**src/rtl/hsv_ctrl_pkg.sv**
```systemverilog
// Shared definitions for the HSV front-panel controller: channel codes,
// channel limits, step FSM states and the per-channel step arithmetic.
package hsv_ctrl_pkg;

  localparam logic [1:0] CH_H = 2'd0;
  localparam logic [1:0] CH_S = 2'd1;
  localparam logic [1:0] CH_V = 2'd2;

  localparam logic [8:0] HUE_MAX = 9'd359;
  localparam logic [8:0] SV_MAX  = 9'd100;

  typedef enum logic [1:0] {
    ST_IDLE,
    ST_HOLD,
    ST_REPEAT
  } step_state_e;

  // One +/-1 step on a channel: hue wraps around its circle, sat/val clamp.
  function automatic logic [8:0] step_value(input logic [8:0] value,
                                            input logic       up,
                                            input logic [8:0] max,
                                            input logic       wrap);
    if (up) begin
      if (value == max) return wrap ? 9'd0 : max;
      return value + 9'd1;
    end
    if (value == 9'd0) return wrap ? max : 9'd0;
    return value - 9'd1;
  endfunction

endpackage

```
**src/rtl/btn_debounce.sv**
```systemverilog
// Push-button conditioner: 2-flop synchronizer, stability counter and a
// one-cycle pulse when the accepted (clean) level goes high.
module btn_debounce #(
  parameter int unsigned DEBOUNCE_CYCLES = 500000
) (
  input  logic clk,
  input  logic reset,
  input  logic raw,
  output logic level,
  output logic rise
);

  localparam int unsigned CW = (DEBOUNCE_CYCLES > 1) ? $clog2(DEBOUNCE_CYCLES) : 1;
  localparam logic [CW-1:0] CNT_LAST = CW'(DEBOUNCE_CYCLES - 1);

  logic [1:0]    sync;
  logic [CW-1:0] cnt;

  // Synchronize, count consecutive disagreeing cycles, flip the clean level.
  always_ff @(posedge clk) begin
    // NOTE: non-blocking assignments so every flop here samples pre-edge values.
    if (reset) begin
      sync  <= '0;
      cnt   <= '0;
      level <= 1'b0;
      rise  <= 1'b0;
    end else begin
      sync <= {sync[0], raw};
      rise <= 1'b0;
      if (sync[1] == level) begin
        cnt <= '0;
      end else if (cnt == CNT_LAST) begin
        level <= ~level;
        cnt   <= '0;
        rise  <= ~level;
      end else begin
        cnt <= cnt + 1'b1;
      end
    end
  end

endmodule

```
**src/rtl/hsv_edit_ctrl.sv**
```systemverilog
// Front-panel controller for the HSV colour registers: debounced buttons,
// channel select, single/auto-repeat steps and optional auto hue advance.
module hsv_edit_ctrl
  import hsv_ctrl_pkg::*;
#(
  parameter int unsigned DEBOUNCE_CYCLES = 500000,
  parameter int unsigned HOLD_CYCLES     = 50000000,
  parameter int unsigned REPEAT_CYCLES   = 10000000,
  parameter int unsigned AUTO_HUE_CYCLES = 1048576
) (
  input  logic       clk,
  input  logic       reset,
  input  logic       btn_sel,
  input  logic       btn_up,
  input  logic       btn_dn,
  input  logic       auto_hue,
  output logic [1:0] sel,
  output logic [8:0] hue,
  output logic [8:0] sat,
  output logic [8:0] val,
  output logic       changed
);

  localparam int unsigned TMAX = (HOLD_CYCLES > REPEAT_CYCLES) ? HOLD_CYCLES : REPEAT_CYCLES;
  localparam int unsigned TW   = (TMAX > 1) ? $clog2(TMAX) : 1;
  localparam int unsigned AW   = (AUTO_HUE_CYCLES > 1) ? $clog2(AUTO_HUE_CYCLES) : 1;

  localparam logic [TW-1:0] HOLD_LAST   = TW'(HOLD_CYCLES - 1);
  localparam logic [TW-1:0] REPEAT_LAST = TW'(REPEAT_CYCLES - 1);
  localparam logic [AW-1:0] AUTO_LAST   = AW'(AUTO_HUE_CYCLES - 1);

  // Select only needs its rise; its clean level has no consumer.
  logic sel_level_unused;
  logic sel_rise, up_level, up_rise, dn_level, dn_rise;

  btn_debounce #(.DEBOUNCE_CYCLES(DEBOUNCE_CYCLES)) u_db_sel (
    .clk(clk), .reset(reset), .raw(btn_sel), .level(sel_level_unused), .rise(sel_rise));
  btn_debounce #(.DEBOUNCE_CYCLES(DEBOUNCE_CYCLES)) u_db_up (
    .clk(clk), .reset(reset), .raw(btn_up), .level(up_level), .rise(up_rise));
  btn_debounce #(.DEBOUNCE_CYCLES(DEBOUNCE_CYCLES)) u_db_dn (
    .clk(clk), .reset(reset), .raw(btn_dn), .level(dn_level), .rise(dn_rise));

  step_state_e   state, state_n;
  logic [TW-1:0] timer, timer_n;
  logic          dir_up, dir_up_n;
  logic          step, step_up;
  logic          active_level;

  logic [AW-1:0] div, div_n;
  logic          auto_tick;
  logic [1:0]    sel_n;
  logic [8:0]    hue_n, sat_n, val_n;
  logic          changed_n;

  assign active_level = dir_up ? up_level : dn_level;

  // Step FSM: first step on a clean rise, then hold delay, then periodic repeat.
  always_comb begin
    // NOTE: every variable gets a default first so no path infers a latch.
    state_n  = state;
    timer_n  = timer;
    dir_up_n = dir_up;
    step     = 1'b0;
    step_up  = dir_up;
    if (sel_rise || (up_level && dn_level)) begin
      state_n = ST_IDLE;
      timer_n = '0;
    end else begin
      case (state)
        ST_IDLE: begin
          if (up_rise && !dn_level) begin
            step     = 1'b1;
            step_up  = 1'b1;
            dir_up_n = 1'b1;
            timer_n  = '0;
            state_n  = ST_HOLD;
          end else if (dn_rise && !up_level) begin
            step     = 1'b1;
            step_up  = 1'b0;
            dir_up_n = 1'b0;
            timer_n  = '0;
            state_n  = ST_HOLD;
          end
        end
        ST_HOLD: begin
          if (!active_level) begin
            state_n = ST_IDLE;
          end else if (timer == HOLD_LAST) begin
            step    = 1'b1;
            timer_n = '0;
            state_n = ST_REPEAT;
          end else begin
            timer_n = timer + 1'b1;
          end
        end
        ST_REPEAT: begin
          if (!active_level) begin
            state_n = ST_IDLE;
          end else if (timer == REPEAT_LAST) begin
            step    = 1'b1;
            timer_n = '0;
          end else begin
            timer_n = timer + 1'b1;
          end
        end
        default: state_n = ST_IDLE;
      endcase
    end
  end

  // Channel next values: manual step, auto hue tick (dropped on a manual hue step).
  always_comb begin
    hue_n     = hue;
    sat_n     = sat;
    val_n     = val;
    div_n     = '0;
    auto_tick = 1'b0;
    sel_n     = sel;
    if (sel_rise) sel_n = (sel == CH_V) ? CH_H : sel + 2'd1;
    if (auto_hue) begin
      if (div == AUTO_LAST) auto_tick = 1'b1;
      else                  div_n     = div + 1'b1;
    end
    if (step) begin
      case (sel)
        CH_H:    hue_n = step_value(hue, step_up, HUE_MAX, 1'b1);
        CH_S:    sat_n = step_value(sat, step_up, SV_MAX, 1'b0);
        CH_V:    val_n = step_value(val, step_up, SV_MAX, 1'b0);
        default: ;
      endcase
    end
    if (auto_tick && !(step && (sel == CH_H))) hue_n = step_value(hue, 1'b1, HUE_MAX, 1'b1);
    changed_n = (hue_n != hue) || (sat_n != sat) || (val_n != val);
  end

  // State, timer, divider and output registers.
  always_ff @(posedge clk) begin
    if (reset) begin
      state   <= ST_IDLE;
      timer   <= '0;
      dir_up  <= 1'b1;
      div     <= '0;
      sel     <= CH_H;
      hue     <= '0;
      sat     <= '0;
      val     <= '0;
      changed <= 1'b0;
    end else begin
      state   <= state_n;
      timer   <= timer_n;
      dir_up  <= dir_up_n;
      div     <= div_n;
      sel     <= sel_n;
      hue     <= hue_n;
      sat     <= sat_n;
      val     <= val_n;
      changed <= changed_n;
    end
  end

endmodule

```
**config.mk**
```make
export PLATFORM = sky130hd
export DESIGN_NAME = hsv_edit_ctrl
export DESIGN_NICKNAME = d
export VERILOG_FILES = /design/src/rtl/hsv_ctrl_pkg.sv /design/src/rtl/btn_debounce.sv /design/src/rtl/hsv_edit_ctrl.sv
export SDC_FILE = /design/constraint.sdc
export NUM_CORES = 1
export LEC_CHECK = 0
export CORE_AREA = 4 4 116 118
export CTS_BUF_LIST = sky130_fd_sc_hd__clkbuf_16
export CTS_CLUSTER_DIAMETER = 60
export DETAILED_ROUTE_END_ITERATION = 10
export DIE_AREA = 0 0 120 122
export GPL_TIMING_DRIVEN = 0
export PLACE_DENSITY = 0.84
export SLEW_MARGIN = 20
export SYNTH_ARGS = -nofsm -noshare
export SYNTH_HDL_FRONTEND = slang
export SYNTH_HIERARCHICAL = 1
export SYNTH_SLANG_ARGS = --single-unit
```
**constraint.sdc**
```tcl
create_clock -name clk -period 7.9 [get_ports clk]
set_clock_uncertainty 0.2 [all_clocks]
set_input_delay 1.975 -clock clk [delete_from_list [all_inputs] [get_ports clk]]
set_output_delay 1.975 -clock clk [all_outputs]
set_load 0.005 [all_outputs]
```
== After elaboration in Yosys (flattened, before gate mapping) ==
Cells that the tools add are included.

* Register bits after elaboration: 148
* Input bits: 6
* Word-level logic and storage cells: 190
* Output and inout bits: 30

* Multiplexer cells: 93
* Reduce and logical (&&, ||, !) cells: 30
* Bitwise gates (word level): 10
* Equal/unequal tests: 24
* Add/sub/neg operators: 12

{| class="wikitable"
|+ Operators with widths
! operator !! count
|-
| two-way mux 9 bit || 29
|-
| two-way mux 26 bit || 6
|-
| case mux 26 bit (3 select lines) || 1
|-
| adder 19 x 1 -> 19 bit (second input constant) || 3
|-
| == test 19 bit (second input constant) || 3
|-
| two-way mux 1 bit || 49
|-
| adder 9 x 1 -> 9 bit (second input constant) || 3
|-
| logical NOT 9 bit || 3
|-
| inequality test 9 bit || 3
|-
| subtractor 9 x 1 -> 9 bit (second input constant) || 3
|-
| adder 26 x 1 -> 26 bit (second input constant) || 1
|-
| == test 26 x 24 -> 1 bit (second input constant) || 1
|-
| == test 26 bit (second input constant) || 1
|-
| OR reduction 3 bit || 7
|-
| adder 20 x 1 -> 20 bit (second input constant) || 1
|-
| == test 20 bit (second input constant) || 1
|-
| == test 9 x 7 -> 1 bit (second input constant) || 2
|-
| two-way mux 2 bit || 6
|-
| inverter 1 bit || 10
|-
| == test 9 bit (second input constant) || 1
|-
| inequality test 2 bit (second input constant) || 3
|-
| inequality test 3 bit (second input constant) || 2
|-
| case mux 2 bit (3 select lines) || 1
|-
| AND reduction 2 bit || 3
|-
| 13 further kinds || 26
|}

== Longest topological paths before layout ==
Gate-level depths: netlist (run 1).

* Depth in word-level cells: 20
* Gate-level depth with buffers: 11
* Mapped depth without buffers: 9

== By module ==
The synthesis (run 1) kept the hierarchy.

{| class="wikitable"
|+ By module, submodules not included
! module !! area each (µm²) !! sequential area each (µm²) !! instances !! cells an instance
|-
| hsv_edit_ctrl || 4,892.2 || 1,581.5 || 1 || 634
|-
| btn_debounce || 1,033.5 || 460.4 || 3 || 108
|}

== Least setup slack after synthesis (run 1) ==
No wires, ideal clock.

* Path kind: input port to flip-flop
* From: input port auto_hue
* To: register hue[2]
* Stages on the path: 4
* Slack: 4.561 ns
* Path buffers: 0
* Required time: 7.577 ns
* Arrival: 3.015 ns
* Cell sequence: nand4_1 mux2_2 o22a_1 mux2_1

* Cells in the longest elaborated chain, start to end: 3

{| class="wikitable"
|+ RTL lines
! element !! line !! RTL
|-
| start: declaration || hsv_edit_ctrl.sv:16 || <nowiki>input logic auto_hue,</nowiki>
|-
| two-way mux 1 bit || hsv_edit_ctrl.sv:120 || <nowiki>if (auto_hue) begin</nowiki>
|-
| logical AND 1 bit || hsv_edit_ctrl.sv:132 || <nowiki>if (auto_tick && !(step && (sel == CH_H))) hue_n = step_value(hue, 1'b1, HUE_MAX, 1'b1);</nowiki>
|-
| two-way mux 9 bit || hsv_edit_ctrl.sv:132 ||
|-
| end signal: assignment || hsv_edit_ctrl.sv:154 || <nowiki>hue <= hue_n;</nowiki>
|-
| end: declaration || hsv_edit_ctrl.sv:18 || <nowiki>output logic [8:0] hue,</nowiki>
|}

Every way passes these cells.
A chain may end at the register's enable or synchronous reset.

== Worst setup path after layout (run 1) ==
* From: input port reset
* To: register val[0]

{| class="wikitable"
|+ RTL lines
! element !! line !! RTL
|-
| start: declaration || hsv_edit_ctrl.sv:12 || <nowiki>input logic reset,</nowiki>
|-
| end signal: assignment || hsv_edit_ctrl.sv:156 || <nowiki>val <= val_n;</nowiki>
|-
| end: declaration || hsv_edit_ctrl.sv:20 || <nowiki>output logic [8:0] val,</nowiki>
|}

No word-level cell between the ends.

==> results.toml, run 1 <==
[critical_path]
critPathMaxFanout = 20
critPathSlowestCell = "clkdlybuf4s50_1"
critPathCaptureType = "flop"
path_delay_family = "buffers and inverters"
arrival_ns = 4.20
critical-path-max-stage-delay_ns = 0.95
path_cells = "clkdlybuf4s50_1, clkbuf_1, buf_1, nor2_1"
start_kind = "primary input"
crit_type = "primary input to flop"
timing.critical_path.buf_inv = 3
worstPathRequired_ns = 7.98

[synthesis]
syn_nets = 981
ys_seq_elements = 148
synth_edf_count = 0
yosysTopAreaCell = "dfxtp_1"
ys_dominant_reg_cell = "dfxtp_1"
yosysUniqueCellTypes = 73
syn_area_um2 = 7993
yosys-top-cells-area = "dfxtp_1 (37%), nor2_1 (6.4%), xor2_1 (6.2%)"
synth.top_cell.area_share_pct = 37.07
synthCells = 958
ys_seq_area_share_pct = 37.07
yosys_warnings = 6
ys_async_sr_fraction_pct = 0
syn_avg_cell_area_um2 = 8.343

[finish]
stdcell_count = 1197
area_growth_pct = 14.25
antennaDiodeCount = 0
final_util_pct = 73.25
nFillCells = 998
finalInstanceArea_um2 = 9131
drive_gt1_share_pct = 7.024
final_nets = 1035

[cts]
clkSinkCount = 148
hold_buffers = 0
root_buffer = "clkbuf_16"
clk_pin_slew_ns = 0.06
cts_setup_buffers = 0
cts_tree = "built"
cts.path.max_buffers = 2
cts_resized = 0
clock_latency_ns = 0.42
cts_made_buffers = 17
cts_max_level = 4

[power]
clkPwrFrac_pct = 50.1
power.switching_uw = 347.2
p_int_uw = 1196
p_sw_share_pct = 22.50
combPwrFrac_pct = 1.3
p_per_area_nw_per_um2 = 169.0
p_seq_share_pct = 48.6
ir_drop_v = 0.0001695
leakagePower_uw = 0.003210

[floorplan]
start_util_pct = 64.12
ios = 36
rows = 41
die_area_um2 = 14640
coreArea_um2 = 12470
die_w_um = 120
die_y_um = 122

[placed_design]
io_buffers = 35
placed_cells = 1165
placed_cell_area_um2 = 8558
dp_hpwl_um = 11970
routabilityCongestion = 0.9610

[route]
initialDrtViolationCount = 666
first_pass_iters = 5
vias = 7137
wl_um = 17560
viasPerCell = 5.962
drc = 0
ant_nets = 0
wl_per_cell_um = 14.67

[sta]
setup_tns_ns = 0
final-max-slew-violation-count = 0
fin_hold_ws_ns = 0.2394
hold_viol_final = 0
tightest_slew_ns = 0.8709
max_slew_margin_pct = 41.94
finalSetupViolCount = 0
finalCritPeriodShare_pct = 52.07
fmax_ghz = 0.2431
rsz0062_at_grt = "false"
fin_crit_ns = 4.113

[grt]
antenna_found_initial = 0
gr-total-overflow = 0
grt_max_degree = 21
grt_pass1_wl_um = 29990
grt_usage_pct = 24.69
first_global_vias = 6608

[min_path]
hp-class = "flop to flop"

[status]
status = "finished clean"

[job]
drv_cap = 0
cells in the mapped netlist (all sizes together) (17+ instances only):
master  count
nor3       22
xnor2      25
nand2      80
and3       18
nand3      52
o21ai      43
clkbuf     33
dfxtp     148
inv        26
and4       25
nor2      137
a21oi      54
ha         17
or3        22
xor2       57
nand4      34
sequential cells by signal, summed over array words and instances (netlist names), 2 cells and up:
register	flops
timer	26
div	20
u_db_dn/cnt	19
u_db_sel/cnt	19
u_db_up/cnt	19
hue	9
sat	9
val	9
sel	2
state	2
u_db_dn/sync	2
u_db_sel/sync	2
u_db_up/sync	2
path summary, 6_finish.rpt:
kind                                 startpoint         endpoint  slack [ns]  depth (start not counted)
worst max register to register         state[0]           val[4]        4.64                          8
worst min-delay path            u_db_dn/sync[0]  u_db_dn/sync[1]        0.24                          1
worst max-delay path                      reset           val[0]        3.79                          4
worst min register to register  u_db_dn/sync[0]  u_db_dn/sync[1]        0.24                          1
cells in the final DEF (no fill, tap or decap), types with 4 or more instances in the layout:
master / count
a311oi_1: 4
nand4_1: 28
clkbuf_16: 17
o21ai_0: 28
nor3b_1: 5
o31ai_1: 11
nor4b_1: 9
clkdlybuf4s50_1: 35
a21oi_1: 50
a31oi_1: 4
nor2b_1: 12
or4_4: 4
clkbuf_1: 33
xnor2_1: 25
nand3_1: 52
dfxtp_1: 148
nand2b_1: 5
a21oi_2: 4
ha_1: 17
and3_1: 18
nand2_1: 80
xor2_1: 57
nor2_1: 137
or3_1: 22
inv_1: 26
nand4_4: 6
a22oi_1: 5
and4_1: 22
and2_1: 14
nor3_1: 22
or4_1: 9
nor4_1: 12
buf_6: 5
o21ai_1: 12
a211oi_1: 8
power groups by stage:
stage          logic (uW)  clock network (uW)  registers (uW)
5_1_grt              22.6                 824             750
3_5_place_dp         20.1                   0             767
2_1_floorplan        11.5                   0             766
3_3_place_gp         19.9                   0             767
6_report             20.2                 773             750
4_1_cts              20.4                 788             750
area by class of cell:
type                       count  area, um^2  area share (%)
multi-input combinational    741        4721           51.70
sequential                   148        2963           32.45
clock buffer                  17       425.4           4.659
timing repair buffer          35       350.3           3.837
tap                          172       215.2           2.357
buffer                        43       211.5           2.316
clock inverter                15       147.6           1.617
inverter                      26       97.59           1.069
layer usage:
metal / vias up / track usage [%] / wire length, um
met5: - / 0 / 0
met4: 0 / 8.661 / 264
met3: 29 / 6.128 / 1070
met2: 218 / 40.78 / 8277
met1: 3339 / 31.59 / 7949
li1: 3551 / - / -
logic make-up after synthesis:
logic type,share of synthesized area (%)
simple gates,32.47
compound gates,14.00
flops,37.07
xor+xnor,8.986
buf+inv,3.866
fa+ha+maj,2.661
mux,0.9549
per-stage QoR:
stage | power [uW] | setup slack [ns]
2_1_floorplan | 777.8 | 4.561
3_3_place_gp | 786.4 | 3.409
3_5_place_dp | 786.6 | 3.396
4_1_cts | 1558 | 3.827
5_1_grt | 1596 | 3.660
6_report | 1543 | 3.787
(Power assumes the default switching activity.)
==> inputs of run 2 (changes only) <==
Settings changed: CORE_AREA 4 4 116 118 to 4 4 120 122, DIE_AREA 0 0 120 122 to 0 0 124 126, PLACE_DENSITY 0.84 to 0.79.
Clock period 7.9 ns to 3.85 ns, I/O delays scaled along.
==> run 2 against run 1 <==
- global-route usage decreased by 1.6 points
- hold slack lost 0.0049 ns
- register-to-register slack got worse by 4.0 ns
- critical path type is now flop to flop
- highest routed layer unchanged
==> results.toml, run 2 (same netlist as run 1, synthesis figures left out) <==
[grt]
antenna_found_initial = 0
gr-total-overflow = 0
grt_pass1_wl_um = 30060
first_global_vias = 6534
grt_usage_pct = 23.09
grt_max_degree = 21

[sta]
setup_tns_ns = 0
fmax_ghz = 0.3077
tightest_slew_ns = 0.7625
rsz0062_at_grt = "false"
finalSetupViolCount = 0
final-max-slew-violation-count = 0
hold_viol_final = 0
max_slew_margin_pct = 49.17
finalCritPeriodShare_pct = 84.42
fin_crit_ns = 3.250

[floorplan]
coreArea_um2 = 13190
die_w_um = 124
start_util_pct = 60.60
ios = 36
rows = 42
die_area_um2 = 15620
die_y_um = 126

[power]
leakagePower_uw = 0.003254
p_per_area_nw_per_um2 = 369.8
ir_drop_v = 0.0003011

[finish]
largest_reg_flops = 26
stdcell_count = 1201
largestRegisters = "timer (26), div (20)"
final_nets = 1035
finalInstanceArea_um2 = 9214
largest_register = "timer"
final_util_pct = 69.85
drive_gt1_share_pct = 7.024
nFillCells = 1048
antennaDiodeCount = 0
final_common_cell = "dfxtp_1"
final_cell_mix = "dfxtp_1 (148), nor2_1 (137), nand2_1 (80), xor2_1 (57), nand3_1 (52)"
area_growth_pct = 15.28

[route]
initialDrtViolationCount = 625
vias = 7035
ant_nets = 0
first_pass_iters = 6
drc = 0
viasPerCell = 5.858
wl_per_cell_um = 14.41
wl_um = 17300

[job]
drv_cap = 0

[placed_design]
dp_hpwl_um = 11910
io_buffers = 35
placed_cells = 1169
routabilityCongestion = 0.9225
placed_cell_area_um2 = 8563

[cts]
cts_tree = "built"
clock_latency_ns = 0.42
clkSinkCount = 148
root_buffer = "clkbuf_16"
cts_made_buffers = 17
cts_resized = 0
cts_setup_buffers = 0
cts_max_level = 4
hold_buffers = 0
cts.path.max_buffers = 2
clk_pin_slew_ns = 0.06

[critical_path]
crit_type = "flop to flop"
critPathMaxFanout = 10
critPathCaptureType = "flop"
start_kind = "flop"
worstPathRequired_ns = 3.98
arrival_ns = 3.38

[min_path]
hp-class = "flop to flop"

[status]
status = "finished clean"
## run 2: area by class of cell
class / count / area [um^2] / share of cell area, %
Multi-Input combinational cell: 741 / 4721 / 51.24
Sequential cell: 148 / 2963 / 32.16
Clock buffer: 17 / 425.4 / 4.617
Timing Repair Buffer: 35 / 350.3 / 3.802
Clock inverter: 15 / 225.2 / 2.444
Tap cell: 176 / 220.2 / 2.390
Buffer: 43 / 211.5 / 2.295
Inverter: 26 / 97.59 / 1.059
## run 2: worst max-delay path: stages, from the launching register on
cell and delay [ns]:
dfxtp_1 0.39, inv_1 0.08, ha_1 0.27, nor4bb_1 0.17, a21oi_1 0.61, clkbuf_1 0.41
clkbuf_1 0.51, a32oi_1 0.19, a311oi_1 0.30
## run 2: report_power, final
part	switching [uW]	leakage, uW	internal [uW]
clock network	670	0.000318	1160
registers	2.86	0.00119	1540
logic	28.2	0.00174	13.0
## run 2: path summary, 6_finish.rpt
path,startpoint,end,slack [ns],cells after the start
worst max-delay path,state[0],val[4],0.60,8
worst min-delay path,u_db_up/sync[0],u_db_up/sync[1],0.23,1
worst max register to register,state[0],val[4],0.60,8
worst min register to register,u_db_up/sync[0],u_db_up/sync[1],0.23,1
## run 2: routing by layer
metal / wire [um] / part of all wire, % / track usage [%]
met2: 8124 / 47 / 36.94
met5: 0 / 0 / 0
met3: 986 / 5.7 / 5.471
met1: 7973 / 46 / 30.96
met4: 218 / 1.3 / 6.894
## run 2: metrics by stage
step           total power, uW  setup slack (ns)  hold slack [ns]
3_5_place_dp              1614            0.3583           0.2239
3_3_place_gp              1614            0.3766           0.2188
6_report                  3407            0.5999           0.2345
4_1_cts                   3436            0.6265           0.2386
2_1_floorplan             1596             1.027           0.2138
5_1_grt                   3515            0.3614           0.2627
==> inputs of run 3 (changes only) <==
Clock period 3.85 ns to 3.2 ns, I/O delays scaled along.
==> run 3 against run 2 <==
- critical path depth shrank 1
- first-iteration DRC count shrank 2.4%
- clock power grew 20%
- utilization grew 0.15 points
- non-clock buffer count is the same
- largest power group unchanged
==> results.toml, run 3 (same netlist as run 1, synthesis figures left out) <==
[critical_path]
critical-path-max-stage-delay_ns = 0.75
reg2reg_slack_ns = 0.19
critPathSlowestCell = "a2111oi_4"
r2r_cells = 7
start_kind = "flop"
worstPathRequired_ns = 3.33
crit_type = "flop to flop"
critPathCaptureType = "flop"
critPathMaxFanout = 10
arrival_ns = 3.14
r2r_start = "timer[17]"
crit_start = "timer[17]"
path_cells = "or4bb_1, nor4_2, o2111ai_4, a2111oi_4, buf_6, o31ai_1, a31oi_1"

[route]
first_pass_iters = 7
wl_per_cell_um = 14.31
ant_nets = 0
drc = 0
viasPerCell = 5.785
initialDrtViolationCount = 610
vias = 6948
wl_um = 17190

[sta]
final-max-slew-violation-count = 0
timing.final.ws_setup_ns = 0.1906
max_slew_margin_pct = 52.99
fin_hold_ws_ns = 0.2345
setup_tns_ns = 0
hold_viol_final = 0
finalSetupViolCount = 0
rsz0062_at_grt = "false"
fin_crit_ns = 3.009
fmax_ghz = 0.3323
finalCritPeriodShare_pct = 94.04
tightest_slew_ns = 0.7029

[grt]
grt_usage_pct = 23.10
gr-total-overflow = 0
antenna_found_initial = 0
grt_pass1_wl_um = 30080
grt_max_degree = 21
first_global_vias = 6533

[cts]
cts_max_level = 4
cts_setup_buffers = 0
cts_made_buffers = 17
clkSinkCount = 148
cts.path.max_buffers = 2
clk_pin_slew_ns = 0.06
hold_buffers = 0
root_buffer = "clkbuf_16"
clock_latency_ns = 0.42
cts_tree = "built"

[placed_design]
routabilityCongestion = 0.9225
io_buffers = 35
pre_cts_ws_ns = -0.1292
placed_cell_area_um2 = 8563
dp_hpwl_um = 11910

[floorplan]
die_area_um2 = 15620
die_w_um = 124
coreArea_um2 = 13190
die_y_um = 126
rows = 42
start_util_pct = 60.60
ios = 36

[finish]
final_common_cell = "dfxtp_1"
largest_reg_flops = 26
area_growth_pct = 15.53
final_cell_mix = "dfxtp_1 (148), nor2_1 (137), nand2_1 (80), xor2_1 (57), nand3_1 (52)"
largestRegisters = "timer (26), div (20)"
nFillCells = 1046
final_nets = 1035
largest_register = "timer"
multi_input_area_um2 = 4738
drive_gt1_share_pct = 7.415
seqCellArea_um2 = 2963
antennaDiodeCount = 0
finalInstanceArea_um2 = 9234

[job]
drv_cap = 0

[power]
ir_drop_v = 0.0003623
leakagePower_uw = 0.003263
power.total_uw = 4098
p_per_area_nw_per_um2 = 443.8

[min_path]
min_from = "u_db_up/sync[0]"
worstHoldPathCells = 1
hp-class = "flop to flop"

[status]
status = "finished clean"
## run 3: cell counts in the layout (fill, tap and decap cells not counted)
No cell type changed its count.
## run 3: cell type report
cell class              count  area share, %
plain buffers              43          2.317
clock inverters            15          2.439
well taps                 176          2.385
multi-input cells         741          51.31
repair buffers             35          3.794
inverters                  26          1.057
flip-flops and latches    148          32.09
clock buffers              17          4.607
## run 3: path summary, 6_finish.rpt
| check | end |
|---|---|
| setup / recovery | changed |
| hold / removal | u_db_up/sync[1] |
| setup reg to reg | changed |
| hold reg to reg | u_db_up/sync[1] |
## run 3: timing repair
action | in CTS | in global routing
pin swaps | 0 | 1
cloned | 0 | 0
resized for setup | 1 | 6
setup endpoints to repair | 3 | 8
## run 3: metal layers
layer,global-route usage [%],up-vias,wire length [um]
met4,6.894,0,192
met3,5.471,16,1011
met1,30.99,3183,7904
met2,36.94,203,8080
met5,0,-,0
li1,-,3546,-
## run 3: power breakdown
part | internal [uW] | total (uW) | switching, uW
registers | 1850 | 1850 | 3.44
logic | 15.7 | 49.4 | 33.7
clock network | 1390 | 2200 | 805
## run 3: worst max-delay path, delay by kind of cell, from the launching register on
family	cells	cell delay, ns
compound gates	4	1.26
buf+inv	1	0.24
flops	1	0.43
simple gates	2	0.81
## run 3: per-stage QoR
step	util, %	cells
floorplan	-	958
global route	70.01	1201
CTS	69.88	1201
global placement	64.92	1169
detailed placement	64.92	1169
finish	70.01	1201
==> edit 1 (settings of run 3) <==
The output `changed` loses its register stage (`changed` becomes a continuous assignment).
--- a/src/rtl/hsv_edit_ctrl.sv
+++ b/src/rtl/hsv_edit_ctrl.sv
@@ -145,5 +145,4 @@
       sat     <= '0;
       val     <= '0;
-      changed <= 1'b0;
     end else begin
       state   <= state_n;
@@ -155,8 +154,9 @@
       sat     <= sat_n;
       val     <= val_n;
-      changed <= changed_n;
     end
   end
 
+  assign changed = changed_n;
+
 endmodule
 
Formal check against the unedited RTL: no difference found for any inputs over 10 cycles, from zero or initial values and one cycle with reset high; that may be too few to reach the edited logic, so the function may still have changed.
==> edit 1 against run 3 <==
The flow now finishes with violations (negative setup slack); setup slack worse by 0.83 ns; cell area is 4.8% higher; routed wire length is 11% higher; count of clock-buffer cells in the layout stayed put; area after synthesis is 1.1% higher; synthesized cell count is 1.6% higher; non-clock buffer count is 28 higher; sequential cell count is 1 lower; die area stayed put.
Power is not compared: it rests on default switching activity, and its combinational part moved more than twofold at a synthesized area within 25%.
==> edit 1: results (changes against run 3) <==
synth:
  postSynthNetCount: 996  # +1.5%
  synth_compound_area_share_pct: 17.0  # +3.0 points
  synth-xor-area-share_pct: 8.13  # -0.85 points
  yosys_warnings: 6  # unchanged
  synthCells: 973  # +1.6%
  yosysSeqAreaShare_pct: 36.4  # -0.64 points
  ys_types: 78  # +6.8%
  synthAdderAreaFrac_pct: 2.63  # -0.028 points
  synth_common_cells: "dfxtp_1, nor2_1, a21oi_1, nand2_1, nand3_1"
  synth.mux.area_fraction_pct: 1.02  # +0.067 points
  ys_dominant_reg_cell: "dfxtp_1"
  ys_top_cells_by_area: "dfxtp_1, nor2_1, xor2_1"
  async_flop_share_pct: 0  # unchanged
clock_network:
  clockRootBuffer: "clkbuf_16"
  clockBufferDepth: 2  # unchanged
  clk_pin_slew_ns: 0.06  # about the same
  cts_buffers: 17  # unchanged
  clk_latency_ns: 0.42  # about the same
  cts_hold_buf: 0  # unchanged
  htree_levels: 4  # unchanged
timing:
  setup_viol: 1  # +1
  fin_ws_ns: -0.643  # -0.834 ns
  setup_tns_ns: -0.643  # -0.643 ns
  worst_pin_slew_ns: 0.804  # +0.101 ns
run_status:
  violations: "negative setup slack"
  run_status: "finished with violations"
setup_path:
  crit_fanout: 5  # -5
  arrival_ns: 2.84  # -0.30 ns
detailed_routing:
  drt-initial-drc-count: 693  # +14%
  dr.pass1.iters: 5  # -2
  via_per_inst: 6.04  # +4.5%
  drc: 0  # unchanged
  wire_per_inst_um: 15.4  # +7.9%
  vias: 7495  # +7.9%
global_routing:
  grt_max_degree: 21  # unchanged
  grt_pass1_vias: 6996  # +7.1%
  antenna_found_initial: 0  # unchanged
  grt_usage_pct: 24.8  # +1.7 points
  grt_pass1_wl_mm: 32.1  # +6.8%
final_layout:
  diodes: 0  # unchanged
  num-nets-final: 1074  # +3.8%
  top_regs: "timer (26), div (20)"
  layout-drive-gt1-share_pct: 15.1  # +7.7 points
place:
  gp_congestion: 0.968  # +4.9%
  place_area_mm2: 0.00871  # +1.7%
  port_buffers: 35  # unchanged
  pre_cts_ws_ns: -1.00  # -0.874 ns
  hpwl_mm: 12.5  # +4.9%
  placed_cells: 1184  # +1.3%
worst_hold_path:
  min-delay-path-class: "reg2reg"
pwr:
  leakage_nw: 3.32
  ir_drop_mv: 0.403
[edit 1: cell count changes after synthesis, sizes merged, moves of 6 or more]
cell   delta
nand2    -16
a21oi    +13
xor2     -11
nor2     -10
buf       +8
inv       +8
and3      -7
and2      -6
and4      -6
o21ai     +6
[edit 1: power by group]
group,switching (W),leakage (nW),internal [W],total (W)
clock,0.000768,0.267,0.00106,0.00182
combinational,0.000197,1.85,0.000148,0.000346
sequential,0.0000237,1.19,0.00186,0.00188
[edit 1: what timing repair did]
item / in CTS / in global routing
resized for setup: 52 / 29
pin swaps: 18 / 18
hold endpoints to repair: 0 / 0
gates cloned: 0 / 0
setup buffers: 19 / 7
setup endpoints to repair: 4 / 23
[edit 1: area by class of cell]
class	instances	area, um^2
Sequential cell	147	2970
Clock buffer	17	425
Multi-Input combinational cell	745	5020
Tap cell	176	220
Timing Repair Buffer	61	541
Clock inverter	15	115
Buffer	45	244
Fill cell	1020	3510
Inverter	34	138
[edit 1: final timing paths]
kind	startpoint	end	slack, ns	depth (start not counted)
worst min register to register	u_db_sel/sync[0]	u_db_sel/sync[1]	0.24	1
worst min-delay path	u_db_sel/sync[0]	u_db_sel/sync[1]	0.24	1
worst max-delay path	state[0]	changed	-0.64	10
worst max register to register	u_db_sel/rise	sat[2]	0.16	9
[edit 1: critical path, stage by stage, from the launching register on]
cell and delay [ns]:
dfxtp_4 0.36, inv_4 0.05, ha_4 0.15, or4_4 0.52, a211o_4 0.37, and2_4 0.16, or3b_1 0.36, buf_6 0.13
a21oi_2 0.09, or4_1 0.13, buf_2 0.11
[edit 1: metal layers]
layer  GRT usage (%)  part of all wire (%)
met1            32.3                    44
met2            39.9                    49
met3            6.28                   5.1
met4            8.51                   1.7
met5               0                     0
==> edit 2 (config.mk and constraints of run 3) <==
Made on the original files. `DEBOUNCE_CYCLES` is set to 500000 in 2 places; all go to 250000.
--- a/src/rtl/btn_debounce.sv
+++ b/src/rtl/btn_debounce.sv
@@ -2,5 +2,5 @@
 // one-cycle pulse when the accepted (clean) level goes high.
 module btn_debounce #(
-  parameter int unsigned DEBOUNCE_CYCLES = 500000
+  parameter int unsigned DEBOUNCE_CYCLES = 250000
 ) (
   input  logic clk,
--- a/src/rtl/hsv_edit_ctrl.sv
+++ b/src/rtl/hsv_edit_ctrl.sv
@@ -4,5 +4,5 @@
   import hsv_ctrl_pkg::*;
 #(
-  parameter int unsigned DEBOUNCE_CYCLES = 500000,
+  parameter int unsigned DEBOUNCE_CYCLES = 250000,
   parameter int unsigned HOLD_CYCLES     = 50000000,
   parameter int unsigned REPEAT_CYCLES   = 10000000,
Check against the original RTL: same outputs for any inputs over 10 cycles, from zero or initial values and one cycle with reset high; that may be too few to reach the edited logic, so the function may still have changed.
==> edit 2 against run 3 <==
Sequential cell count down 3; total power decreased by 5.9%; routed wire length grew 3.2%; area after synthesis fell by 1.6%; global-route usage is 0.27 points higher; setup slack got worse by 0.019 ns; hold slack gained 0.0087 ns; cell area is 2.2% lower; combinational power increased by 2%; via count up 1.1%; core utilization is 1.6 points lower; critical path depth is the same; critical path type unchanged; largest cell class unchanged; largest power group unchanged.
==> edit 2: results (changes against run 3) <==
final_layout:
  fillers: 1105  # +5.6%
  layout-drive-gt1-share_pct: 6.88  # -0.54 points
  num-nets-final: 1028  # -0.68%
  top_regs: "timer (26), div (20)"
setup_path:
  crit_fanout: 7  # -3
  slowest_stage: "or4bb_1"
  cp_slowest_stage_delay_ns: 0.54  # -0.21 ns
  reg2reg_depth: 7  # unchanged
  crit_start: "timer[17]"
  arrival_ns: 3.14  # about the same
  path_delay_family: "simple AND/OR/NAND/NOR gates"
  r2r_slack_ns: 0.17  # -0.02 ns
  cp-endpoint: "hue[2]"
place:
  port_buffers: 35  # unchanged
  hpwl_mm: 12.1  # +1.2%
  gp_congestion: 0.920  # -0.30%
  place_area_mm2: 0.00843  # -1.5%
detailed_routing:
  vias: 7027  # +1.1%
  drt-initial-drc-count: 622  # +2.0%
  drt_wl_total_mm: 17.7  # +3.2%
pwr:
  ir_drop_mv: 0.336  # -7.4%
  leakage_nw: 3.05  # -6.6%
global_routing:
  grt_usage_pct: 23.4  # +0.27 points
  grt_pass1_wl_mm: 30.2  # +0.30%
  grt_pass1_vias: 6553  # +0.31%
  grt_max_degree: 21  # unchanged
worst_hold_path:
  holdPathEnd: "u_db_sel/sync[1]"
  min_from: "u_db_sel/sync[0]"
  hold_depth: 1  # unchanged
synth:
  yosysSeqAreaShare_pct: 36.9  # -0.14 points
  synth_common_cells: "nor2_1, dfxtp_1, nand2_1"
  ys_dominant_reg_cell: "dfxtp_1"
  ys_types: 73  # unchanged
  ys_top_cells_by_area: "dfxtp_1, nor2_1, xor2_1"
  postSynthNetCount: 975  # -0.61%
  netlist_area_mm2: 0.00786  # -1.6%
clock_network:
  clockRootBuffer: "clkbuf_16"
  htree_levels: 4  # unchanged
  cts_hold_buf: 0  # unchanged
  clockBufferDepth: 2  # unchanged
timing:
  worst_pin_slew_ns: 0.722  # +0.0190 ns
  hold_slack_ns: 0.243  # +0.00868 ns
run_status:
  run_status: "finished clean"
## edit 2: cell types whose count changed after synthesis, moves of 9 or more
cell / delta
a21oi_1: -12
o21ai_0: -12
nor4_1: +9
xnor2_1: +15
nor2_1: +15
or3_1: -15
## edit 2: layer usage
metal | track usage, % | routed length [um] | vias to the layer above
li1 | - | - | 3501
met1 | 30.1 | 7870 | 3279
met2 | 38.3 | 8590 | 207
met3 | 5.11 | 856 | 40
met4 | 8.57 | 418 | 0
met5 | 0 | 0 | -
## edit 2: report_power, final
group,internal (W),total (W),switching (W)
sequential,0.00181,0.00182,0.00000419
clock,0.00122,0.00199,0.000772
combinational,0.0000175,0.0000502,0.0000326
## edit 2: worst register-to-register path: cells and delay by family, from the launching register on
family / cells / cell delay (ns)
DFF: 1 / 0.40
muxes: 2 / 0.75
AOI/OAI and AO/OA: 3 / 0.76
and+or+nand+nor: 2 / 0.81
## edit 2: layout make-up
cell class	instances	area (um^2)	share of cell area, %
buffer	42	221	2.45
tap	176	220	2.44
multi-input combinational	741	4650	51.5
clock inverter	15	169	1.87
clock buffer	17	425	4.71
inverter	23	86.3	0.956
timing repair buffer	35	350	3.88
sequential	145	2900	32.2
## edit 2: logic make-up after synthesis
logic type,Yosys count,share of synthesized area (%)
AND/OR/NAND/NOR,491,32.4
flip-flops,145,36.9
AO/OA/AOI/OAI,132,12.5
XOR/XNOR,91,10.1
buffers and inverters,66,3.93
adder cells (fa/ha/maj),17,2.71
multiplexers,10,1.35
## edit 2: per-stage QoR
step	worst slack [ns]	util [%]	std cells
3_3_place_gp	0.00656	63.9	1163
3_5_place_dp	-0.000824	63.9	1163
4_1_cts	0.148	68.5	1195
6_report	0.171	68.5	1194
5_1_grt	0.0242	68.5	1194
2_1_floorplan	0.377	-	952
